**src/rtl/compare_pkg.sv**
```systemverilog
// Shared types for the digit-serial magnitude comparator.
package compare_pkg;

  typedef enum logic [1:0] {
    IDLE = 2'd0,
    RUN  = 2'd1,
    DONE = 2'd2
  } state_t;

  typedef struct packed {
    logic lt;
    logic gt;
    logic eq;
  } result_t;

  // Number of DIGIT-wide slices in a WIDTH-bit operand.
  function automatic int num_digits(input int width, input int digit);
    return width / digit;
  endfunction

endpackage

```
**src/rtl/digit_compare.sv**
```systemverilog
// Combinational unsigned compare of one DIGIT-bit slice.
module digit_compare #(
  parameter int DIGIT = 4
) (
  input  logic [DIGIT-1:0] a,
  input  logic [DIGIT-1:0] b,
  output logic             lt,
  output logic             gt,
  output logic             eq
);

  // Narrow compare only; the parent walks the operand one slice at a time.
  always_comb begin
    lt = (a < b);
    gt = (a > b);
    eq = (a == b);
  end

endmodule

```
**src/rtl/serial_compare.sv**
```systemverilog
// Digit-serial MSB-first magnitude comparator with early exit.
// Optional feature: define COMPARE_SIGNED_EN to add a signed_mode input
// that treats operands as two's complement.
module serial_compare
  import compare_pkg::*;
#(
  parameter int WIDTH = 16,
  parameter int DIGIT = 4
) (
  input  logic             clk,
  input  logic             rst,
  input  logic             en,
  input  logic             start,
  input  logic [WIDTH-1:0] A,
  input  logic [WIDTH-1:0] B,
`ifdef COMPARE_SIGNED_EN
  input  logic             signed_mode,
`endif
  output logic             busy,
  output logic             done,
  output logic             AltB,
  output logic             AbtB,
  output logic             AeqB
);

  localparam int N  = num_digits(WIDTH, DIGIT);
  localparam int CW = (N > 1) ? $clog2(N) : 1;
  localparam logic [CW-1:0] LAST = CW'(N - 1);

  if ((WIDTH % DIGIT) != 0 || DIGIT < 1) begin : g_bad_cfg
    $error("serial_compare: WIDTH must be a positive multiple of DIGIT");
  end

  state_t           state;
  logic [CW-1:0]    cnt;
  logic [WIDTH-1:0] sa, sb;
  result_t          res;
  logic [DIGIT-1:0] da, db;
  logic             dlt, dgt, deq;
  logic             accept;

  // start is only taken when the block can begin a new compare.
  assign accept = en && start && (state == IDLE || state == DONE);

`ifdef COMPARE_SIGNED_EN
  logic sgn;

  // Signed mode travels with the operands it describes.
  always_ff @(posedge clk or posedge rst) begin
    if (rst)         sgn <= 1'b0;
    else if (accept) sgn <= signed_mode;
  end

  // Flipping the sign bits of the top slice turns the unsigned compare signed.
  always_comb begin
    da = sa[WIDTH-1 -: DIGIT];
    db = sb[WIDTH-1 -: DIGIT];
    if (sgn && cnt == LAST) begin
      da[DIGIT-1] = ~da[DIGIT-1];
      db[DIGIT-1] = ~db[DIGIT-1];
    end
  end
`else
  assign da = sa[WIDTH-1 -: DIGIT];
  assign db = sb[WIDTH-1 -: DIGIT];
`endif

  digit_compare #(.DIGIT(DIGIT)) u_dig (
    .a  (da),
    .b  (db),
    .lt (dlt),
    .gt (dgt),
    .eq (deq)
  );

  // FSM, operand shifters, digit counter and result register.
  always_ff @(posedge clk or posedge rst) begin
    if (rst) begin
      state <= IDLE;
      cnt   <= '0;
      sa    <= '0;
      sb    <= '0;
      res   <= '0;
    end else begin
      case (state)
        IDLE, DONE: begin
          if (accept) begin
            sa    <= A;
            sb    <= B;
            cnt   <= LAST;
            res   <= '0;
            state <= RUN;
          end else begin
            state <= IDLE;
          end
        end
        RUN: begin
          if (en) begin
            if (!deq) begin
              res   <= '{lt: dlt, gt: dgt, eq: 1'b0};
              state <= DONE;
            end else if (cnt == '0) begin
              res   <= '{lt: 1'b0, gt: 1'b0, eq: 1'b1};
              state <= DONE;
            end else begin
              sa  <= sa << DIGIT;
              sb  <= sb << DIGIT;
              cnt <= cnt - CW'(1);
            end
          end
        end
        default: state <= IDLE;
      endcase
    end
  end

  assign busy = (state == RUN);
  assign done = (state == DONE);
  assign AltB = res.lt;
  assign AbtB = res.gt;
  assign AeqB = res.eq;

endmodule

```
**config.mk**
```make
export PLATFORM = sky130hd
export DESIGN_NAME = serial_compare
export DESIGN_NICKNAME = d
export VERILOG_FILES = /design/src/rtl/compare_pkg.sv /design/src/rtl/digit_compare.sv /design/src/rtl/serial_compare.sv
export SDC_FILE = /design/constraint.sdc
export NUM_CORES = 1
export LEC_CHECK = 0
export ABC_AREA = 1
export CAP_MARGIN = 20
export CORE_MARGIN = 4
export CORE_UTILIZATION = 46
export DETAILED_ROUTE_END_ITERATION = 10
export PLACE_DENSITY = 0.77
export SETUP_SLACK_MARGIN = 0.02
export SLEW_MARGIN = 10
export SYNTH_ARGS = -nofsm -noshare
export SYNTH_HDL_FRONTEND = slang
export SYNTH_SLANG_ARGS = --single-unit
```
**constraint.sdc**
```tcl
create_clock -name clk -period 1.4 [get_ports clk]
set_input_delay 0.28 -clock clk [delete_from_list [all_inputs] [get_ports clk]]
set_output_delay 0.28 -clock clk [all_outputs]
set_load 0.01 [all_outputs]
```
# Yosys cells after proc, flatten, opt, wreduce, memory -nomap -nowiden
# Index checks and enable logic that the tools add are counted.
# W data, S select, Z words.
# totals
register_bits	39
latch_bits	0
ramBits	0
rom_bits	0
output_inout_bits	5
word_cells	53
n_memories	0
# op_classes
add_sub_neg	1
n_mul	0
div_mod_pow	0
magnitude_cmp	2
n_eq_ne	8
shifts	0
muxes	25
bitwise	0
reduce_logical	10
# ops
cell	count
$mux W16	8
$pmux W16 S2	2
$mux W2	7
$mux W3	4
$pmux W2 S2	2
$ne A2 B2 Y1 const B	3
$pmux W3 S2	1
$reduce_and A5 Y1	1
$eq A4 B4 Y1	1
$gt A4 B4 Y1	1
$logic_not A2 Y1	2
$lt A4 B4 Y1	1
$reduce_and A4 Y1	1
$ne A3 B2 Y1 const B	1
$eq A2 B1 Y1 const B	1
$eq A2 B2 Y1 const B	1
$logic_and A1 B1 Y1	2
$ne A2 B1 Y1 const B	1
$reduce_and A2 Y1	1
$reduce_bool A2 Y1	1
$reduce_or A2 Y1	1
$sub A2 B1 Y2 const B	1
$logic_or A1 B1 Y1	1
$mux W1	1

# Depth between registers and ports, before layout
# Gate-level depths: netlist of run 1.
# depth
ltp_word	5
depth_mapped	11
ltp_nobuf	10

# Cells and area by module
# Synthesis of run 1 repeated with hierarchy kept, for this count alone.
# unflattened
cells_unflattened	295
hier_area_um2	2110.8
# modules_own_cells
module	n_inst	cells_per_inst	area_each_um2	seq_area_each_um2
serial_compare	1	275	1995.7	975.9
digit_compare	1	20	115.1	0.0

# Worst setup path before layout of run 1
# OpenSTA, ideal clock, no wires.
# synth_timing
kind	register to register
start	reg sa[15]
end	reg sa[13]
t_arrival_ps	1331
required_ps	1284
path_slack_ps	-47
path_stages_with_launch	10
n_path_buf	1
period_less_slack_ps	1447
cell_sequence	dfrtp_1 > ha_1 > nand2_2 > nor2_4 > nand2_2 > nand2_2 > nand2_4 > buf_2 > nand2_1 > nand2_1
# synth_via
elab_chain_len	3
# synth_rtl
item	line	rtl
start: declaration	serial_compare.sv:36	logic [WIDTH-1:0] sa, sb;
start signal: assignment	serial_compare.sv:106	sa <= sa << DIGIT;
$eq A4 B4 Y1	digit_compare.sv:16	eq = (a == b);
$ne A2 B1 Y1 (no line)	n/a	
$reduce_and A5 Y1 (no line)	n/a	
# No other way between the ends.
# A chain may end at the register's enable or synchronous reset.

# Worst setup path in the final report of run 1
# layout_timing
start	reg sb[13]
end	reg sb[9]
# layout_via
elab_chain_len	3
# layout_rtl
item	line	rtl
start: declaration	serial_compare.sv:36	
start signal: assignment	serial_compare.sv:107	sb <= sb << DIGIT;
$eq A4 B4 Y1	digit_compare.sv:16	
$ne A2 B1 Y1 (no line)	n/a	
$reduce_and A5 Y1 (no line)	n/a	
# No other way between the ends.

==> metrics, run 1 <==
status complete, but fails checks; failing checks setup timing; Reg clk slew, reported paths 0.07 ns; grt ovf 0; Worst Clk Skew 0.00397 ns; final instance area 0.00295 mm^2; drt first pass iters 4; pwr/cell area 1990 mW/mm^2; Place WS -0.192 ns; register area share after synthesis 0.472; Worst Tran Pin Value 0.258 ns; Cell Int Power 3.44 mW; area leader, netlist dfrtp_1; Crit Reg-Reg Startpoint sb[13]$_DFFE_PP0P_; TritonCTS Buffers 5; Yosys reg bits 39; Yosys warnings 0; Slew headroom 0.828; num rows 24; peak supply drop 0.817 mV; CP Capture Type register; Final Hold Vio Count 0; asr flop ratio synth 1.00; fin worst setup slack -0.182 ns; layout net count 376; CP max FO 8; power share of the clock group 0.131; die area 0.00564 mm^2; syn_area_per_cell 7.44 um^2; FF-to-FF End sb[9]$_DFFE_PP0P_; clk sinks 39; dpl hpwl 2970 um; worst min path class in2async; filler cell count in the final layout 350; Via density 4.83; Final setup viols 38; Combinational Power Share 0.533; R2R Setup Slk -0.18 ns; initial DRC count 102; unrepaired setup endpoints after global routing yes; Critical Path RT 1.59 ns; vias in the first global route 1701; fraction of layout cells with a size suffix above 1 0.260; initial core utilization 0.475; Crit Path Category reg2reg; CTS max path bufs 2; Top-Level Pins 41; clock latency on the worst-skew pair 0.29 ns; DRT Wirelength 4900 um; post-synth top area share 0.472; MaxCap Viol Count 0; crit share post-route 1.13; max-slew violation count 0; crit start category register; Chip Height 75.1 um; synthesized net count 319; # H-tree levels 2; top post-synthesis cells by area dfrtp_1, nand2_1, nand2_2, ha_1, inv_1; DR vias 1869; ANT nets after route 0; Gate Count Post-Synth 278; Die Wd 75.1 um; GRT Util Overall 0.170; Placement Cell Area 0.00260 mm^2; CP arrival 1.77 ns; ant diodes 0; ys flop type dfrtp_1; Port Buffer Count 40; synthesized cell area 0.00207 mm^2; WL/cell 12.7 um; largest net degree at the start of global routing 40; worst r2r path cells 10; f_max 0.632 GHz; area grow syn2layout 42.4%; Root Buffer clkbuf_8; Synth cell types 20; CTS Hold Buffers Added 0; Switching Share 0.413; detailed-route DRC error count 0; leak pwr 1.55 nW; Core Box Area 0.00435 mm^2; P_sw 2.42 mW; initial antenna violation count 0; Reg power frac 0.336; Post-synth EDFFs 0; first-pass GRT wire length 7210 um; Period minus WS final 1.58 ns; Routability Congestion 0.754; most common cell in the netlist nand2_1; Commonest cells post-synth nand2_1, dfrtp_1, inv_1; CTS tree built
==> kinds of logic after synthesis <==
group                      Yosys count  share of synthesized area
DFF                                 39                      0.472
adders and majority gates            5                     0.0302
and+or+nand+nor                    188                      0.371
AOI/OAI and AO/OA                   15                     0.0381
buffers and inverters               31                     0.0889
==> critical path, stage by stage, from the launching register on <==
cell and delay, ns:
dfrtp_1 0.39, inv_2 0.06, ha_4 0.27, nand2_4 0.05, nor2_4 0.11, nand2_2 0.07
nand2_4 0.09, nand2_8 0.11, clkbuf_16 0.21, nand2_2 0.06, nand2_1 0.05
==> per-stage QoR <==
step / total power, mW / cells / utilization / hold slack, ns / TNS, ns
floorplan: 3.81 / 278 / - / 0.425 / -0.0577
global placement: 4.37 / 370 / 0.597 / 0.456 / -3.82
detailed placement: 4.47 / 370 / 0.597 / 0.465 / -5.73
CTS: 5.29 / 379 / 0.624 / 0.355 / -2.97
global route: 6.31 / 387 / 0.677 / 0.394 / -7.52
finish: 5.86 / 387 / 0.677 / 0.338 / -5.36
==> cell usage in the layout, fill, tap and decap left out, drive strengths merged <==
master,instances
nand2,177
dfrtp,39
clkdlybuf4s50,35
buf,21
inv,19
o21ai,14
clkbuf,8
nand3,6
nor2,5
ha,5
dlygate4sd2,3
a21oi,1
clkinv,1
clkdlybuf4s15,1
==> what timing repair did <==
action	in CTS	in global routing
gates cloned	1	3
resized for setup	13	44
setup buffers	1	5
pin swaps	0	10
endpoints found under the setup margin	43	40
==> state kept, by name (all words and copies together) (netlist names) <==
register  count
state         2
cnt           2
AeqB          1
sb           16
AbtB          1
sa           16
AltB          1
==> layout make-up <==
cell class	instances	area, um^2	share of cell area
Timing Repair Buffer	62	644	0.219
Clock buffer	6	82.6	0.0280
Multi-Input combinational cell	208	1100	0.372
Clock inverter	1	5.00	0.00170
Tap cell	52	65.1	0.0221
Inverter	19	78.8	0.0267
Sequential cell	39	976	0.331
==> per-layer routing <==
metal	global-route usage	wire length, um	up-vias
li1	-	-	948
met1	0.196	1950	865
met2	0.299	2590	46
met3	0.0467	255	10
met4	0.0652	104	0
met5	0	0	-
==> worst max path at each step <==
| stage | slack (ns) | from | to | depth (start not counted) |
|---|---|---|---|---|
| 3_3_place_gp | -0.12 | en | sa[3]$_DFFE_PP0P_ | 7 |
| 2_1_floorplan | -0.006 | sa[13]$_DFFE_PP0P_ | cnt[0]$_DFFE_PP0P_ | 9 |
| 3_5_place_dp | -0.19 | en | sb[1]$_DFFE_PP0P_ | 7 |
| 4_1_cts | -0.12 | sa[13]$_DFFE_PP0P_ | sb[1]$_DFFE_PP0P_ | 9 |
| 6_report | -0.18 | sb[13]$_DFFE_PP0P_ | sb[9]$_DFFE_PP0P_ | 10 |
| 5_1_grt | -0.23 | sa[14]$_DFFE_PP0P_ | sb[9]$_DFFE_PP0P_ | 9 |
==> power by group through the flow <==
stage | Combinational [mW] | Clock, mW | Sequential, mW
2_1_floorplan | 1.93 | 0 | 1.88
3_3_place_gp | 2.47 | 0 | 1.91
3_5_place_dp | 2.55 | 0 | 1.92
4_1_cts | 2.59 | 0.785 | 1.91
5_1_grt | 3.47 | 0.822 | 2.02
6_report | 3.12 | 0.769 | 1.97
No activity file was read; power rests on OpenSTA's default activity.
==> run 2: changes to the inputs <==
==> constraint.sdc (replaced) <==
create_clock -name clk -period 1.4 [get_ports clk]
set_input_delay 0.28 -clock clk [delete_from_list [all_inputs] [get_ports clk]]
set_output_delay 0.28 -clock clk [all_outputs]
set_load 0.05 [all_outputs]
==> run 2 against run 1 <==
The flow still finishes with violations (setup timing). Register-to-register slack about the same. Setup slack worse by 0.0013 ns. Clock skew rose by 0.0064 ns. Final area is 3.9% higher. Via count shrank 1.9%. Global-route usage down 0.74 points. Combinational power grew 13%. First-iteration DRC count unchanged. Non-clock buffer count down 1. Die area stayed put. Largest power group unchanged. Highest routed layer unchanged.
==> metrics, run 2 (synthesized netlist as in run 1, its figures left out) <==
first-pass GRT wire length 6990 um (-3.1%); leak pwr 1.58 nW (+1.5%); crit share post-route 1.13 (about the same); worst r2r path cells 9 (-1); Port Buffer Count 40 (unchanged); DR vias 1833 (-1.9%); CTS Hold Buffers Added 0 (unchanged); Place WS -0.191 ns (+0.00156 ns); MaxCap Viol Count 0 (unchanged); GRT Util Overall 0.163 (-0.00735); grt ovf 0 (unchanged); Slew headroom 0.825 (-0.00334); crit start category register; Worst Clk Skew 0.0104 ns (+0.00639 ns); setup TNS -4.89 ns (+0.463 ns); Routability Congestion 0.735 (-2.5%); TritonCTS Buffers 5 (unchanged); num rows 24 (unchanged); CP max FO 8 (unchanged); commonest cells after routing, fill and taps aside nand2_1, dfrtp_1, nand2_2, clkdlybuf4s50_1, inv_1; FF-to-FF End sb[13]$_DFFE_PP0P_; CP max stage delay 0.42 ns (+0.03 ns); pwr/cell area 2090 mW/mm^2 (+4.9%); status complete, but fails checks; detailed-route DRC error count 0 (unchanged); met1 usage in global routing 0.192 (-0.00371); CP arrival 1.76 ns (about the same); largest net degree at the start of global routing 40 (unchanged); max-slew violation count 0 (unchanged); dpl hpwl 2870 um (-3.4%); Reg clk slew, reported paths 0.08 ns (about the same); Top-Level Pins 41 (unchanged); area grow syn2layout 48.0%; Root Buffer clkbuf_8; Via density 4.74 (-1.9%); routing usage on met3 0.0360 (-0.0107); vias in the first global route 1632 (-4.1%); # H-tree levels 2 (unchanged); Chip Height 75.1 um (unchanged); Worst Tran Pin Value 0.263 ns (+0.00502 ns); f_max 0.632 GHz (about the same); Worst path slowest cell dfrtp_1; Design Power 6.39 mW (+9.0%); Placement Cell Area 0.00265 mm^2 (+1.9%); CTS max path bufs 2 (unchanged); clk sinks 39 (unchanged); initial DRC count 102 (unchanged); CP Capture Type register; Final setup viols 39 (+2.6%); crit-path cells ha_4 -> nand2_4 -> nor2_4 -> nand2_2 -> nand2_4 -> nand2_8 -> clkbuf_16 -> nand2_1 -> nand2_1; Final Hold Vio Count 0 (unchanged); peak supply drop 0.885 mV (+8.3%); biggest regs sa (16), sb (16); WL/cell 12.1 um (-4.6%); Crit Path Category reg2reg; Crit Reg-Reg Startpoint sa[14]$_DFFE_PP0P_; fin worst setup slack -0.183 ns (-0.00134 ns); unrepaired setup endpoints after global routing yes; drt first pass iters 4 (unchanged); grt peak-use layer met2; CTS tree built; ANT nets after route 0 (unchanged); fraction of layout cells with a size suffix above 1 0.293 (+0.0328); final std cells w/o fill 387 (unchanged); final core occ 0.703 (+0.0264); R2R Setup Slk -0.18 ns (about the same); Critical Path RT 1.57 ns (-0.02 ns); initial core utilization 0.475 (unchanged); CP startpoint sa[14]$_DFFE_PP0P_; worst min path class in2async; final instance area 0.00306 mm^2 (+3.9%); ant diodes 0 (unchanged); Die Wd 75.1 um (unchanged); met2 usage 0.291 (-0.00774); Core Box Area 0.00435 mm^2 (unchanged); most common cell after layout, fill and taps aside nand2_1; Hold Slack 0.337 ns (-0.00133 ns); clock latency on the worst-skew pair 0.29 ns (about the same); Period minus WS final 1.58 ns (+0.00133 ns); initial antenna violation count 0 (unchanged); DRT Wirelength 4680 um (-4.6%); placed cells 370 (unchanged); die area 0.00564 mm^2 (unchanged); failing checks setup timing; layout net count 375 (-0.27%)
run 2: changes by cell type in the layout (fill, tap and decap cells not counted), sizes merged:
cell           previous run  this run
clkdlybuf4s15             1         0
clkbuf                    8        10
buf                      21        24
dlygate4sd2               3         0
inv                      19        18
run 2: critical path: cells and delay by family, from the launching register on:
| family | cells | cell delay, ns |
|---|---|---|
| simple gates | 7 | 0.55 |
| fa+ha+maj | 1 | 0.29 |
| buf+inv | 1 | 0.20 |
| flops | 1 | 0.42 |
run 2: how the worst max path moves through the flow:
stage	endpoint	slack, ns	cells after the start
finish	sb[13]$_DFFE_PP0P_	-0.18	9
global route	sb[13]$_DFFE_PP0P_	-0.24	9
CTS	sa[3]$_DFFE_PP0P_	-0.12	9
detailed placement	sb[14]$_DFFE_PP0P_	-0.19	7
global placement	sa[1]$_DFFE_PP0P_	-0.13	7
floorplan	cnt[0]$_DFFE_PP0P_	-0.006	9
run 2: metal layers:
metal | wire (um) | up-vias
met5 | 0 | -
met4 | 65 | 0
met3 | 186 | 9
met2 | 2500 | 32
met1 | 1930 | 844
li1 | - | 948
run 2: where the power goes:
group	internal (mW)	total, mW	leakage [nW]	switching (mW)
clock	0.450	0.829	0.0515	0.379
combinational	1.65	3.54	1.03	1.89
sequential	1.63	2.02	0.492	0.389
total	3.73	6.39	1.58	2.65
run 2: final cells by class:
class | instances | area [um^2]
fillers | 336 | 1290
multi-input cells | 208 | 1130
flip-flops and latches | 39 | 976
repair buffers | 61 | 703
clock buffers | 8 | 100
inverters | 19 | 83.8
well taps | 52 | 65.1
run 2: what timing repair did:
item	CTS	global route
setup buffers	1	5
setup endpoints to repair	39	40
gates resized for setup	10	50
endpoints found under the hold margin	0	0
cloned	0	3
pin swaps	4	11
==> run 3: changes to the inputs <==
--- a/config.mk
+++ b/config.mk
@@ -5,10 +5,9 @@
 export SDC_FILE = /design/constraint.sdc
 export NUM_CORES = 1
 export LEC_CHECK = 0
-export ABC_AREA = 1
 export CAP_MARGIN = 20
 export CORE_MARGIN = 4
-export CORE_UTILIZATION = 46
+export CORE_UTILIZATION = 45
 export DETAILED_ROUTE_END_ITERATION = 10
 export PLACE_DENSITY = 0.77
 export SETUP_SLACK_MARGIN = 0.02
@@ -16,3 +15,4 @@
 export SYNTH_ARGS = -nofsm -noshare
 export SYNTH_HDL_FRONTEND = slang
 export SYNTH_SLANG_ARGS = --single-unit
+export TNS_END_PERCENT = 5
==> run 3 against run 2 <==
The flow still finishes with violations (setup timing). Sequential power fell by 2%. Register-to-register slack got worse by 0.15 ns. Highest routed layer unchanged. Global-route usage rose by 1.0 points. Cell count fell by 22%. Critical path depth did not move. Largest power group unchanged. Fmax fell by 8.9%. Synthesized cell count fell by 33%. Sequential cell count did not move. Utilization rose by 1.9 points.
==> metrics, run 3 <==
clk sinks 39 (unchanged); Root Buffer clkbuf_8; worst min path class in2async; synthesized cell area 0.00189 mm^2 (-8.9%); CP startpoint sb[15]$_DFFE_PP0P_; Via density 5.13 (+8.3%); Commonest cells post-synth nand2_1, dfrtp_1, o21ai_1; FF-to-FF End sa[14]$_DFFE_PP0P_; Post-synth EDFFs 0 (unchanged); Port Buffer Count 40 (unchanged); grt ovf 0 (unchanged); area grow syn2layout 54.3%; area leader, netlist dfrtp_1; register area share after synthesis 0.518 (+0.0460); Synth cell types 25 (+25%); largest net degree at the start of global routing 40 (unchanged); die area 0.00529 mm^2 (-6.1%); Place WS -0.324 ns (-0.133 ns); CP max FO 6 (-2); MaxCap Viol Count 0 (unchanged); Reg clk slew, reported paths 0.07 ns (about the same); Crit Reg-Reg Startpoint sb[15]$_DFFE_PP0P_; simple-gate share of the synthesized area 0.121 (-0.250); status complete, but fails checks; ANT nets after route 0 (unchanged); biggest regs sa (16), sb (16); max-slew violation count 0 (unchanged); compound-gate portion of the synthesized area 0.131 (+0.0933); post-synth top area share 0.518 (+0.0460); first-pass GRT wire length 7040 um (+0.70%); Final setup viols 40 (+2.6%); pwr/cell area 2040 mW/mm^2 (-2.2%); Die Wd 72.7 um (-3.1%); CTS max path bufs 2 (unchanged); mux cell area share after synthesis 0.133 (+0.133); syn_area_per_cell 10.1 um^2 (+35%); detailed-route DRC error count 0 (unchanged); peak supply drop 0.827 mV (-6.5%); commonest cells after routing, fill and taps aside dfrtp_1, clkdlybuf4s50_1, nand2_1; initial DRC count 132 (+29%); Gate Count Post-Synth 187 (-33%); Crit Path Category reg2reg; initial antenna violation count 0 (unchanged); Top-Level Pins 41 (unchanged); dpl hpwl 2580 um (-10%); placed cells 280 (-24%); crit share post-route 1.24 (+0.110); CP Capture Type register; WL/cell 15.1 um (+25%); Design Power 5.93 mW (-7.1%); Placement Cell Area 0.00246 mm^2 (-7.2%); CTS tree built; R2R Setup Slk -0.34 ns (-0.15 ns); asr flop ratio synth 1.00 (unchanged); final instance area 0.00291 mm^2 (-5.0%); Yosys reg bits 39 (unchanged); unrepaired setup endpoints after global routing yes; f_max 0.576 GHz (-8.9%); Chip Height 72.7 um (-3.1%); failing checks setup timing; final std cells w/o fill 300 (-22%); setup TNS -11.41 ns (-6.51 ns); synthesized net count 228 (-29%); Worst Tran Pin Value 0.349 ns (+0.0869 ns); largest family of logic cells by synthesized area multiplexers; leak pwr 1.39 nW (-12%); Period minus WS final 1.74 ns (+0.154 ns); Final Hold Vio Count 0 (unchanged); GRT Util Overall 0.173 (+0.0101); Routability Congestion 0.820 (+12%); post-synthesis xor/xnor area fraction 0 (unchanged); Critical Path RT 1.58 ns (about the same); drt first pass iters 4 (unchanged); initial core utilization 0.468 (-0.00728); vias in the first global route 1530 (-6.3%); adder-cell share of the synthesized area 0.0332 (+0.00295); fin worst setup slack -0.338 ns (-0.154 ns); worst r2r path cells 9 (unchanged); crit start category register; Worst Clk Skew 0.00757 ns (-0.00280 ns); top post-synthesis cells by area dfrtp_1, mux2i_1, nand2_1, o21ai_1, ha_1; Slew headroom 0.767 (-0.0579); Core Box Area 0.00403 mm^2 (-7.5%); ys flop type dfrtp_1; DRT Wirelength 4520 um (-3.4%); ant diodes 0 (unchanged); num rows 23 (-4.2%); final core occ 0.722 (+0.0186); fraction of layout cells with a size suffix above 1 0.280 (-0.0125); CP arrival 1.92 ns (+0.16 ns); most common cell after layout, fill and taps aside dfrtp_1; # H-tree levels 2 (unchanged); Yosys warnings 0 (unchanged); DR vias 1539 (-16%); layout net count 291 (-22%); CP Capture Point sa[14]$_DFFE_PP0P_; Hold Slack 0.328 ns (-0.00837 ns); TritonCTS Buffers 5 (unchanged); clock latency on the worst-skew pair 0.29 ns (about the same); most common cell in the netlist nand2_1
run 3: logic make-up after synthesis:
| family | Yosys count |
|---|---|
| and+or+nand+nor | 54 |
| AOI/OAI and AO/OA | 44 |
| DFF | 39 |
| muxes | 25 |
| buffers and inverters | 20 |
| adders and majority gates | 5 |
run 3: power breakdown:
part	switching (mW)	internal, mW
combinational	1.52	1.69
sequential	0.347	1.63
clock	0.373	0.386
run 3: worst max-delay path, stage by stage, from the launching register on:
cell,delay (ns)
dfrtp_1,0.38
inv_1,0.06
ha_1,0.30
and4_4,0.24
a32oi_4,0.11
buf_6,0.15
buf_12,0.13
clkbuf_16,0.15
nand2_2,0.06
o21ai_1,0.05
run 3: cell type report:
class | count | area [um^2]
clock buffer | 6 | 82.6
tap | 50 | 62.6
timing repair buffer | 67 | 816
sequential | 39 | 976
multi-input combinational | 128 | 928
inverter | 9 | 38.8
fill | 278 | 1120
clock inverter | 1 | 5.00
run 3: how the worst min path moves through the flow:
| stage | startpoint | to | slack (ns) |
|---|---|---|---|
| after floorplan | en | state[0]$_DFFE_PP0P_ | 0.40 |
| after global placement | sb[0]$_DFFE_PP0P_ | sb[0]$_DFFE_PP0P_ | 0.47 |
| after detailed placement | sb[2]$_DFFE_PP0P_ | sb[2]$_DFFE_PP0P_ | 0.48 |
| after CTS | rst | sa[5]$_DFFE_PP0P_ | 0.33 |
| after global routing | rst | sa[9]$_DFFE_PP0P_ | 0.35 |
| final | rst | sa[9]$_DFFE_PP0P_ | 0.33 |
run 3: layer usage:
layer  routed length (um)  track usage
met1                 1920        0.217
met2                 2300        0.288
met3                  218       0.0455
met4                   88       0.0615
met5                    0            0
run 3: timing repair:
item,in CTS,in global routing
hold buffers,0,0
endpoints found under the setup margin,40,41
resized for setup,22,21
gates cloned,4,1
buffers inserted,8,0
pin swaps,12,8
